--- config.mk ---
export PLATFORM = sky130hd
export DESIGN_NAME = target_scheduler
export DESIGN_NICKNAME = d
export VERILOG_FILES = /design/src/rtl/target_scheduler.sv
export SDC_FILE = /design/constraint.sdc
export NUM_CORES = 1
export LEC_CHECK = 0
export ABC_AREA = 1
export ABC_CLOCK_PERIOD_IN_PS = 8600
export CORE_UTILIZATION = 40
export DETAILED_ROUTE_END_ITERATION = 6
export GPL_TIMING_DRIVEN = 0
export HOLD_SLACK_MARGIN = 0.06
export PLACE_DENSITY = 0.67
export REMOVE_ABC_BUFFERS = 1
export SYNTH_ARGS = -nofsm -noshare
export SYNTH_HDL_FRONTEND = slang
export SYNTH_SLANG_ARGS = --single-unit
export TNS_END_PERCENT = 100
--- constraint.sdc ---
create_clock -name clock -period 8.6 [get_ports clock]
set_input_delay 1.72 -clock clock [delete_from_list [all_inputs] [get_ports clock]]
set_output_delay 1.72 -clock clock [all_outputs]
set_load 0.005 [all_outputs]
--- src/rtl/target_scheduler.sv ---
// target_scheduler: game sequencer for two target slots (A, B) and three timers.
// Optional TARGET_SPEEDUP_EN: target lifetime shrinks as the score grows.
//
// Ports:
//   clock, reset (async, active-low)
//   start_game           - level, starts a game from IDLE or OVER
//   rand_num[3:0]        - random candidate for spawning targets
//   hit_a, hit_b         - current target in that slot was hit
//   timer_done_a/b/c     - timer expired (a/b per slot, c whole game)
//   timer_start_a/b/c    - one-clock load pulse for the matching timer
//   timer_len_a/b/c      - length presented with the load pulse
//   target_a, target_b   - active target index, or NO_TARGET
//   score                - running score
//   game_over, playing   - top state flags
module target_scheduler #(
    parameter int unsigned NUM_TARGETS = 10,
    parameter logic [3:0]  NO_TARGET   = 4'hF,
    parameter logic [31:0] TARGET_LEN  = 32'd50_000_000,
    parameter logic [31:0] GAME_LEN    = 32'd1_500_000_000,
    parameter logic [31:0] HIT_POINTS  = 32'd1,
    parameter int unsigned RESPAWN_GAP = 8
) (
    input  logic        clock,
    input  logic        reset,
    input  logic        start_game,
    input  logic [3:0]  rand_num,
    input  logic        hit_a,
    input  logic        hit_b,
    input  logic        timer_done_a,
    input  logic        timer_done_b,
    input  logic        timer_done_c,
    output logic        timer_start_a,
    output logic        timer_start_b,
    output logic        timer_start_c,
    output logic [31:0] timer_len_a,
    output logic [31:0] timer_len_b,
    output logic [31:0] timer_len_c,
    output logic [3:0]  target_a,
    output logic [3:0]  target_b,
    output logic [31:0] score,
    output logic        game_over,
    output logic        playing
);

    typedef enum logic [1:0] {IDLE, PLAY, OVER} top_t;
    typedef enum logic [1:0] {EMPTY, SPAWN, ACTIVE, GAP} slot_t;

    localparam logic [4:0] NUM_T    = 5'(NUM_TARGETS);
    localparam logic [7:0] GAP_LAST = 8'(RESPAWN_GAP - 1);

    top_t        state;
    slot_t       slot_a, slot_b;
    logic [7:0]  gap_a, gap_b;
    // Timer outputs may be stale right after a load; done is ignored
    // while the matching blanking counter is non-zero.
    logic [1:0]  blank_a, blank_b, blank_c;

    logic        in_play;
    logic        game_end;
    logic        cand_ok;
    logic        a_accept, b_accept;
    logic [3:0]  a_next;
    logic        hit_a_ev, hit_b_ev;
    logic        tout_a_ev, tout_b_ev;
    logic [31:0] score_inc;
    logic [31:0] slot_len;

    always_comb begin
        in_play   = (state == PLAY);
        game_end  = in_play && timer_done_c && (blank_c == 2'd0);
        cand_ok   = ({1'b0, rand_num} < NUM_T);
        a_accept  = in_play && !game_end && (slot_a == SPAWN)
                    && cand_ok && (rand_num != target_b);
        // B sees A's freshly accepted value so both never collide.
        a_next    = a_accept ? rand_num : target_a;
        b_accept  = in_play && !game_end && (slot_b == SPAWN)
                    && cand_ok && (rand_num != a_next);
        hit_a_ev  = in_play && !game_end && (slot_a == ACTIVE) && hit_a;
        hit_b_ev  = in_play && !game_end && (slot_b == ACTIVE) && hit_b;
        tout_a_ev = in_play && !game_end && (slot_a == ACTIVE) && !hit_a
                    && timer_done_a && (blank_a == 2'd0);
        tout_b_ev = in_play && !game_end && (slot_b == ACTIVE) && !hit_b
                    && timer_done_b && (blank_b == 2'd0);
        score_inc = (hit_a_ev ? HIT_POINTS : 32'd0)
                  + (hit_b_ev ? HIT_POINTS : 32'd0);
    end

`ifdef TARGET_SPEEDUP_EN
    // Lifetime halves every 8 points, floored at TARGET_LEN/8.
    logic [1:0] shamt;
    always_comb begin
        shamt    = (|score[31:5]) ? 2'd3 : score[4:3];
        slot_len = TARGET_LEN >> shamt;
    end
`else
    always_comb begin
        slot_len = TARGET_LEN;
    end
`endif

    always_ff @(posedge clock or negedge reset) begin
        if (!reset) begin
            state         <= IDLE;
            slot_a        <= EMPTY;
            slot_b        <= EMPTY;
            gap_a         <= '0;
            gap_b         <= '0;
            blank_a       <= '0;
            blank_b       <= '0;
            blank_c       <= '0;
            target_a      <= NO_TARGET;
            target_b      <= NO_TARGET;
            score         <= '0;
            timer_start_a <= 1'b0;
            timer_start_b <= 1'b0;
            timer_start_c <= 1'b0;
            timer_len_a   <= '0;
            timer_len_b   <= '0;
            timer_len_c   <= '0;
            game_over     <= 1'b0;
            playing       <= 1'b0;
        end else begin
            timer_start_a <= 1'b0;
            timer_start_b <= 1'b0;
            timer_start_c <= 1'b0;
            unique case (state)
                IDLE, OVER: begin
                    if (start_game) begin
                        state         <= PLAY;
                        score         <= '0;
                        timer_start_c <= 1'b1;
                        timer_len_c   <= GAME_LEN;
                        blank_c       <= 2'd2;
                        slot_a        <= SPAWN;
                        slot_b        <= SPAWN;
                        gap_a         <= '0;
                        gap_b         <= '0;
                        target_a      <= NO_TARGET;
                        target_b      <= NO_TARGET;
                        playing       <= 1'b1;
                        game_over     <= 1'b0;
                    end
                end
                PLAY: begin
                    if (game_end) begin
                        state     <= OVER;
                        slot_a    <= EMPTY;
                        slot_b    <= EMPTY;
                        gap_a     <= '0;
                        gap_b     <= '0;
                        target_a  <= NO_TARGET;
                        target_b  <= NO_TARGET;
                        playing   <= 1'b0;
                        game_over <= 1'b1;
                    end else begin
                        score <= score + score_inc;
                        if (blank_c != 2'd0) blank_c <= blank_c - 2'd1;
                        if (blank_a != 2'd0) blank_a <= blank_a - 2'd1;
                        if (blank_b != 2'd0) blank_b <= blank_b - 2'd1;

                        unique case (slot_a)
                            SPAWN: begin
                                if (a_accept) begin
                                    target_a      <= rand_num;
                                    timer_start_a <= 1'b1;
                                    timer_len_a   <= slot_len;
                                    blank_a       <= 2'd2;
                                    slot_a        <= ACTIVE;
                                end
                            end
                            ACTIVE: begin
                                if (hit_a_ev || tout_a_ev) begin
                                    target_a <= NO_TARGET;
                                    gap_a    <= '0;
                                    slot_a   <= GAP;
                                end
                            end
                            GAP: begin
                                if (gap_a == GAP_LAST) begin
                                    gap_a  <= '0;
                                    slot_a <= SPAWN;
                                end else begin
                                    gap_a <= gap_a + 8'd1;
                                end
                            end
                            default: ;
                        endcase

                        unique case (slot_b)
                            SPAWN: begin
                                if (b_accept) begin
                                    target_b      <= rand_num;
                                    timer_start_b <= 1'b1;
                                    timer_len_b   <= slot_len;
                                    blank_b       <= 2'd2;
                                    slot_b        <= ACTIVE;
                                end
                            end
                            ACTIVE: begin
                                if (hit_b_ev || tout_b_ev) begin
                                    target_b <= NO_TARGET;
                                    gap_b    <= '0;
                                    slot_b   <= GAP;
                                end
                            end
                            GAP: begin
                                if (gap_b == GAP_LAST) begin
                                    gap_b  <= '0;
                                    slot_b <= SPAWN;
                                end else begin
                                    gap_b <= gap_b + 8'd1;
                                end
                            end
                            default: ;
                        endcase
                    end
                end
                default: state <= IDLE;
            endcase
        end
    end

endmodule
Yosys cells after proc, flatten, opt, wreduce, memory -nomap -nowiden
Index checks and enable logic that the tools add are counted.
{ "op_classes": {"muxes": 68, "n_lt_le_gt_ge": 1, "n_bitwise": 1, "n_reduce_logical": 47, "addsub": 7, "eq_ne": 28} }
{ "op_table": {"columns": ["cell", "count"], "rows": [
  ["32-bit 2-to-1 mux", 2],
  ["32-bit case mux with 2 select lines", 1],
  ["8-bit case mux with 2 select lines", 4],
  ["8-bit 2-to-1 mux", 7],
  ["2-bit 2-to-1 mux", 19],
  ["32-bit by 2-bit adder with 32-bit output", 1],
  ["4-bit case mux with 2 select lines", 4],
  ["4-bit 2-to-1 mux", 7],
  ["4-bit AND reduction", 6],
  ["1-bit logical AND", 19],
  ["8-bit by 1-bit adder with 8-bit output, second input constant", 2],
  ["8-bit by 3-bit equality test with 1-bit output, second input constant", 2],
  ["1-bit 2-to-1 mux", 16],
  ["4-bit by 1-bit inequality test with 1-bit output, second input constant", 4],
  ["4-bit inequality test, second input constant", 4],
  ["2-bit case mux with 2 select lines", 4],
  ["2-bit case mux with 3 select lines", 2],
  ["6-bit AND reduction", 2],
  ["2-bit equality test, second input constant", 5],
  ["5-bit by 1-bit inequality test with 1-bit output, second input constant", 2],
  ["2-bit logical NOT", 4],
  ["4-bit by 3-bit inequality test with 1-bit output, second input constant", 2],
  ["4-bit inequality test", 2],
  ["2-bit nonzero test", 4],
  ["other kinds (14)", 27]
]} }
{ "word_totals": {"ff_bits": 76, "output_inout_bits": 141} }

Logic depth before layout (Yosys ltp)
{ "logic_depth": {"ltp_word": 15, "ltp_mapped": 20, "depth_no_buf": 19} }

Worst setup path after synthesis
OpenSTA, ideal clock, no wires.
{ "synth_timing": {"path_kind": "input to register", "from": "input port timer_done_c", "to": "register score[18]", "setup_slack_ns": 4.293, "t_arrival_ns": 4.235, "path_buffers": 1, "setup_ns": 0.072, "path_stages": 18, "path_cell_list": "nand2_1 > nand2_2 > inv_1 > clkbuf_1 > nand3_1 > fa_1 > inv_2 > ha_1 > nand3_2 > nor3_4 > nand3_2 > nor3_4 > nand2_2 > nor2_4 > nand2_2 > nor2_4 > a21oi_1 > nor2_1"} }
{ "synth_via": {"elab_chain_len": 11, "elab_cells_between_ends": 16} }
{ "synth_rtl": {"columns": ["item", "line_no", "text"], "rows": [
  ["start, declared", "31", "input logic timer_done_c,"],
  ["1-bit logical AND * (2 in series)", "70", "game_end = in_play && timer_done_c && (blank_c == 2'd0);"],
  ["1-bit logical NOT", "78, 79", null],
  ["1-bit logical AND", "78, 79", null],
  ["1-bit logical AND, on equally long branches (2 in series)", "78, 79", null],
  ["1-bit 2-to-1 mux, on equally long branches", "84, 85", null],
  ["1-bit by 1-bit adder with 2-bit output", "85", "+ (hit_b_ev ? HIT_POINTS : 32'd0);"],
  ["32-bit by 2-bit adder with 32-bit output", "156", "score <= score + score_inc;"],
  ["32-bit 2-to-1 mux", "145", "if (game_end) begin"],
  ["32-bit case mux with 2 select lines", "126", "unique case (state)"],
  ["end signal, assigned", "156", null],
  ["end, declared", "40", "output logic [31:0] score,"]
]} }
Mark *: on every way between the ends. The rest lies on a longest branch, timed or not. The select of a mux whose other input is x is not followed.
A chain may end at the register's enable or synchronous reset.

Worst setup path in the final report
{ "layout_timing": {"from": "input port timer_done_c", "to": "register score[14]"} }
Same word-level chain as after synthesis.

==> flow_summary.toml <==
[yosys]
yosys_warnings = 0
syn_avg_cell_area_um2 = 7.681
synth_edf_count = 0
ys_async_sr_fraction_pct = 100.0
synth_cells = 675
synth_ff_type = "dfrtp_1"
synthDistinctLibCells = 46
synth.yosys.seq_area_share_pct = 36.87
syn_area_um2 = 5185
ys_ff_latch = 76

[global_routing]
grt_max_degree = 51
antenna_found_initial = 0
first_global_vias = 4091
grt_pass1_wl_um = 19580
overflow = 0
track_usage_pct = 18.57

[setup_path]
startpoint = "timer_done_c"
crit_path_end_kind = "register"
rr_endpoint = "score[14]"
r2r_cells = 19
worst_setup_path_start_kind = "input pin"
r2r_start = "blank_c[0]"
crit_type = "input pin to register"
regToRegSetupSlack_ns = 4.79
crit_arrival_ns = 5.28
path_max_fanout = 15
critPathRequiredTime_ns = 8.87
crit_path_end = "score[14]"

[floorplan]
rows = 41
dieHeight_um = 115.9
placeableCoreArea_um2 = 12620
dieArea_um2 = 13420
ioPinCount = 153
start_util_pct = 41.09
die_x_um = 115.9

[timing]
setup_tns_ns = 0
hold_viol_final = 0
maxSlewHeadroom_pct = 47.71
setup_viol = 0
min_period_ns = 5.015
tightest_slew_ns = 0.7784
rsz0062_at_grt = "no"
fin_worst_skew_ns = 0.006787
setup_slack_ns = 3.585
max_freq_ghz = 0.1994
holdWs_ns = 0.4847
fin_crit_sh_pct = 58.31
drv_slew = 0

[pwr]
p_per_area_nw_per_um2 = 250.3
power_mw = 1.533
p_leak_nw = 2.748
vdd_drop_max_mv = 0.1110

[routing]
ant_nets = 0
drt-initial-drc-count = 306
vias_per_cell = 4.813
num_vias = 4394
drc = 0
routed_wl_um = 11800
wl_per_cell_um = 12.92
drt_pass1_iterations = 5

[place]
dp_hpwl_um = 8695
numPortBuffers = 92
gp_congestion = 0.8749
place_ws_ns = 3.275

[clock_network]
cts_tree = "built"
root_buffer = "clkbuf_16"
cts_buffers = 9
clkTransAtPathRegs_ns = 0.06
insertion_delay_ns = 0.34
cts_setup_buffers = 0
cts.sinks = 76
hold_buffers = 0
h-tree-depth = 3
cts_buffer_depth = 2
postCtsResizedCells = 0

[hold_path]
hp-start = "target_b[1]"
hold_path.class = "register to register"

[final_layout]
nNetsFinal = 759
antenna_cells = 0
area_growth_pct = 18.10
fin_util_pct = 48.52
drive_gt1_share_pct = 8.772

[flow_run]
maxCapViolations = 0

[status]
outcome = "finished clean"
==> stage by stage <==
| step | instances | area, µm² |
|---|---|---|
| 2_1_floorplan | 632 | 4661 |
| 3_3_place_gp | 896 | 5797 |
| 3_5_place_dp | 897 | 5822 |
| 4_1_cts | 913 | 6123 |
| 5_1_grt | 913 | 6123 |
| 6_report | 913 | 6123 |
==> power breakdown <==
part	internal [mW]	switching, mW
Combinational	0.253	0.397
Sequential	0.435	0.0598
Clock	0.233	0.156
==> registers in the layout, summed over array words and instances (netlist names), 2 cells and up <==
register / count
blank_a: 2
blank_b: 2
blank_c: 2
gap_a: 8
gap_b: 8
score: 32
slot_a: 2
slot_b: 2
state: 2
target_a: 4
target_b: 4
==> how the worst min path moves through the flow <==
stage | end | slack, ns | cells after the start
3_3_place_gp | blank_c[0] | 0.46 | 2
4_1_cts | target_b[1] | 0.48 | 2
2_1_floorplan | blank_c[0] | 0.44 | 2
3_5_place_dp | target_b[1] | 0.47 | 2
6_report | target_b[1] | 0.48 | 2
5_1_grt | target_b[1] | 0.49 | 2
==> cell usage after synthesis, types with 7 or more instances <==
cell type,count,area [µm²]
a21oi_1,21,105.1
buf_4,94,705.7
dfrtp_1,68,1702
dfstp_2,8,210.2
ha_1,10,125.1
inv_1,80,300.3
inv_2,7,26.28
nand2_1,138,518.0
nand2_2,7,43.79
nand3_1,31,155.2
nand3_2,7,70.07
nand4_1,14,87.58
nor2_1,47,176.4
nor3_1,30,150.1
nor4_1,9,56.30
o21ai_0,27,135.1
o31ai_1,11,82.58
xor2_1,13,113.9
==> layout by cell type (no fill, tap or decap), types with 10 or more instances in the layout <==
master / synthesis / final
dfrtp_1: 68 / 68
o21ai_0: 27 / 27
nand4_1: 14 / 14
nand2_1: 138 / 138
o31ai_1: 11 / 11
conb_1: 1 / 60
nand3_1: 31 / 31
nor2_1: 47 / 47
inv_1: 80 / 80
xor2_1: 13 / 13
a21oi_1: 21 / 21
clkdlybuf4s50_1: 0 / 91
nor3_1: 30 / 30
ha_1: 10 / 10
==> worst max-delay path, cell delays in order <==
cell and delay, ns:
clkdlybuf4s50_1 0.45, nand2_1 0.13, nand2_2 0.21, inv_1 0.41, nand3_1 0.18, fa_1 0.52
inv_2 0.10, ha_1 0.23, nand3_2 0.15, nor3_4 0.23, nand3_2 0.15, nor3_4 0.18
nand2_2 0.11, nor2_4 0.12, nand2_2 0.09, nor2_4 0.09, o21ai_1 0.07, nor2_1 0.14
==> cells by family after synthesis <==
family / synth area share (%)
compound gates: 9.363
xor+xnor: 2.365
fa+ha+maj: 2.799
buf+inv: 20.75
flops: 36.87
other cells: 0.07232
simple gates: 27.77
==> layout make-up <==
cell class / count / area, µm²
clock buffer: 10 / 239.0
sequential: 76 / 1912
multi-input combinational: 468 / 2419
inverter: 88 / 330.3
timing repair buffer: 93 / 945.9
tap: 172 / 215.2
clock inverter: 6 / 62.56
fill: 1238 / 6496
==> per-layer routing <==
layer	track usage [%]	part of all wire, %
met2	29.56	46
met5	0	0
met4	6.923	2.3
met3	4.916	6.0
met1	24.21	45
(Power assumes the default switching activity.)
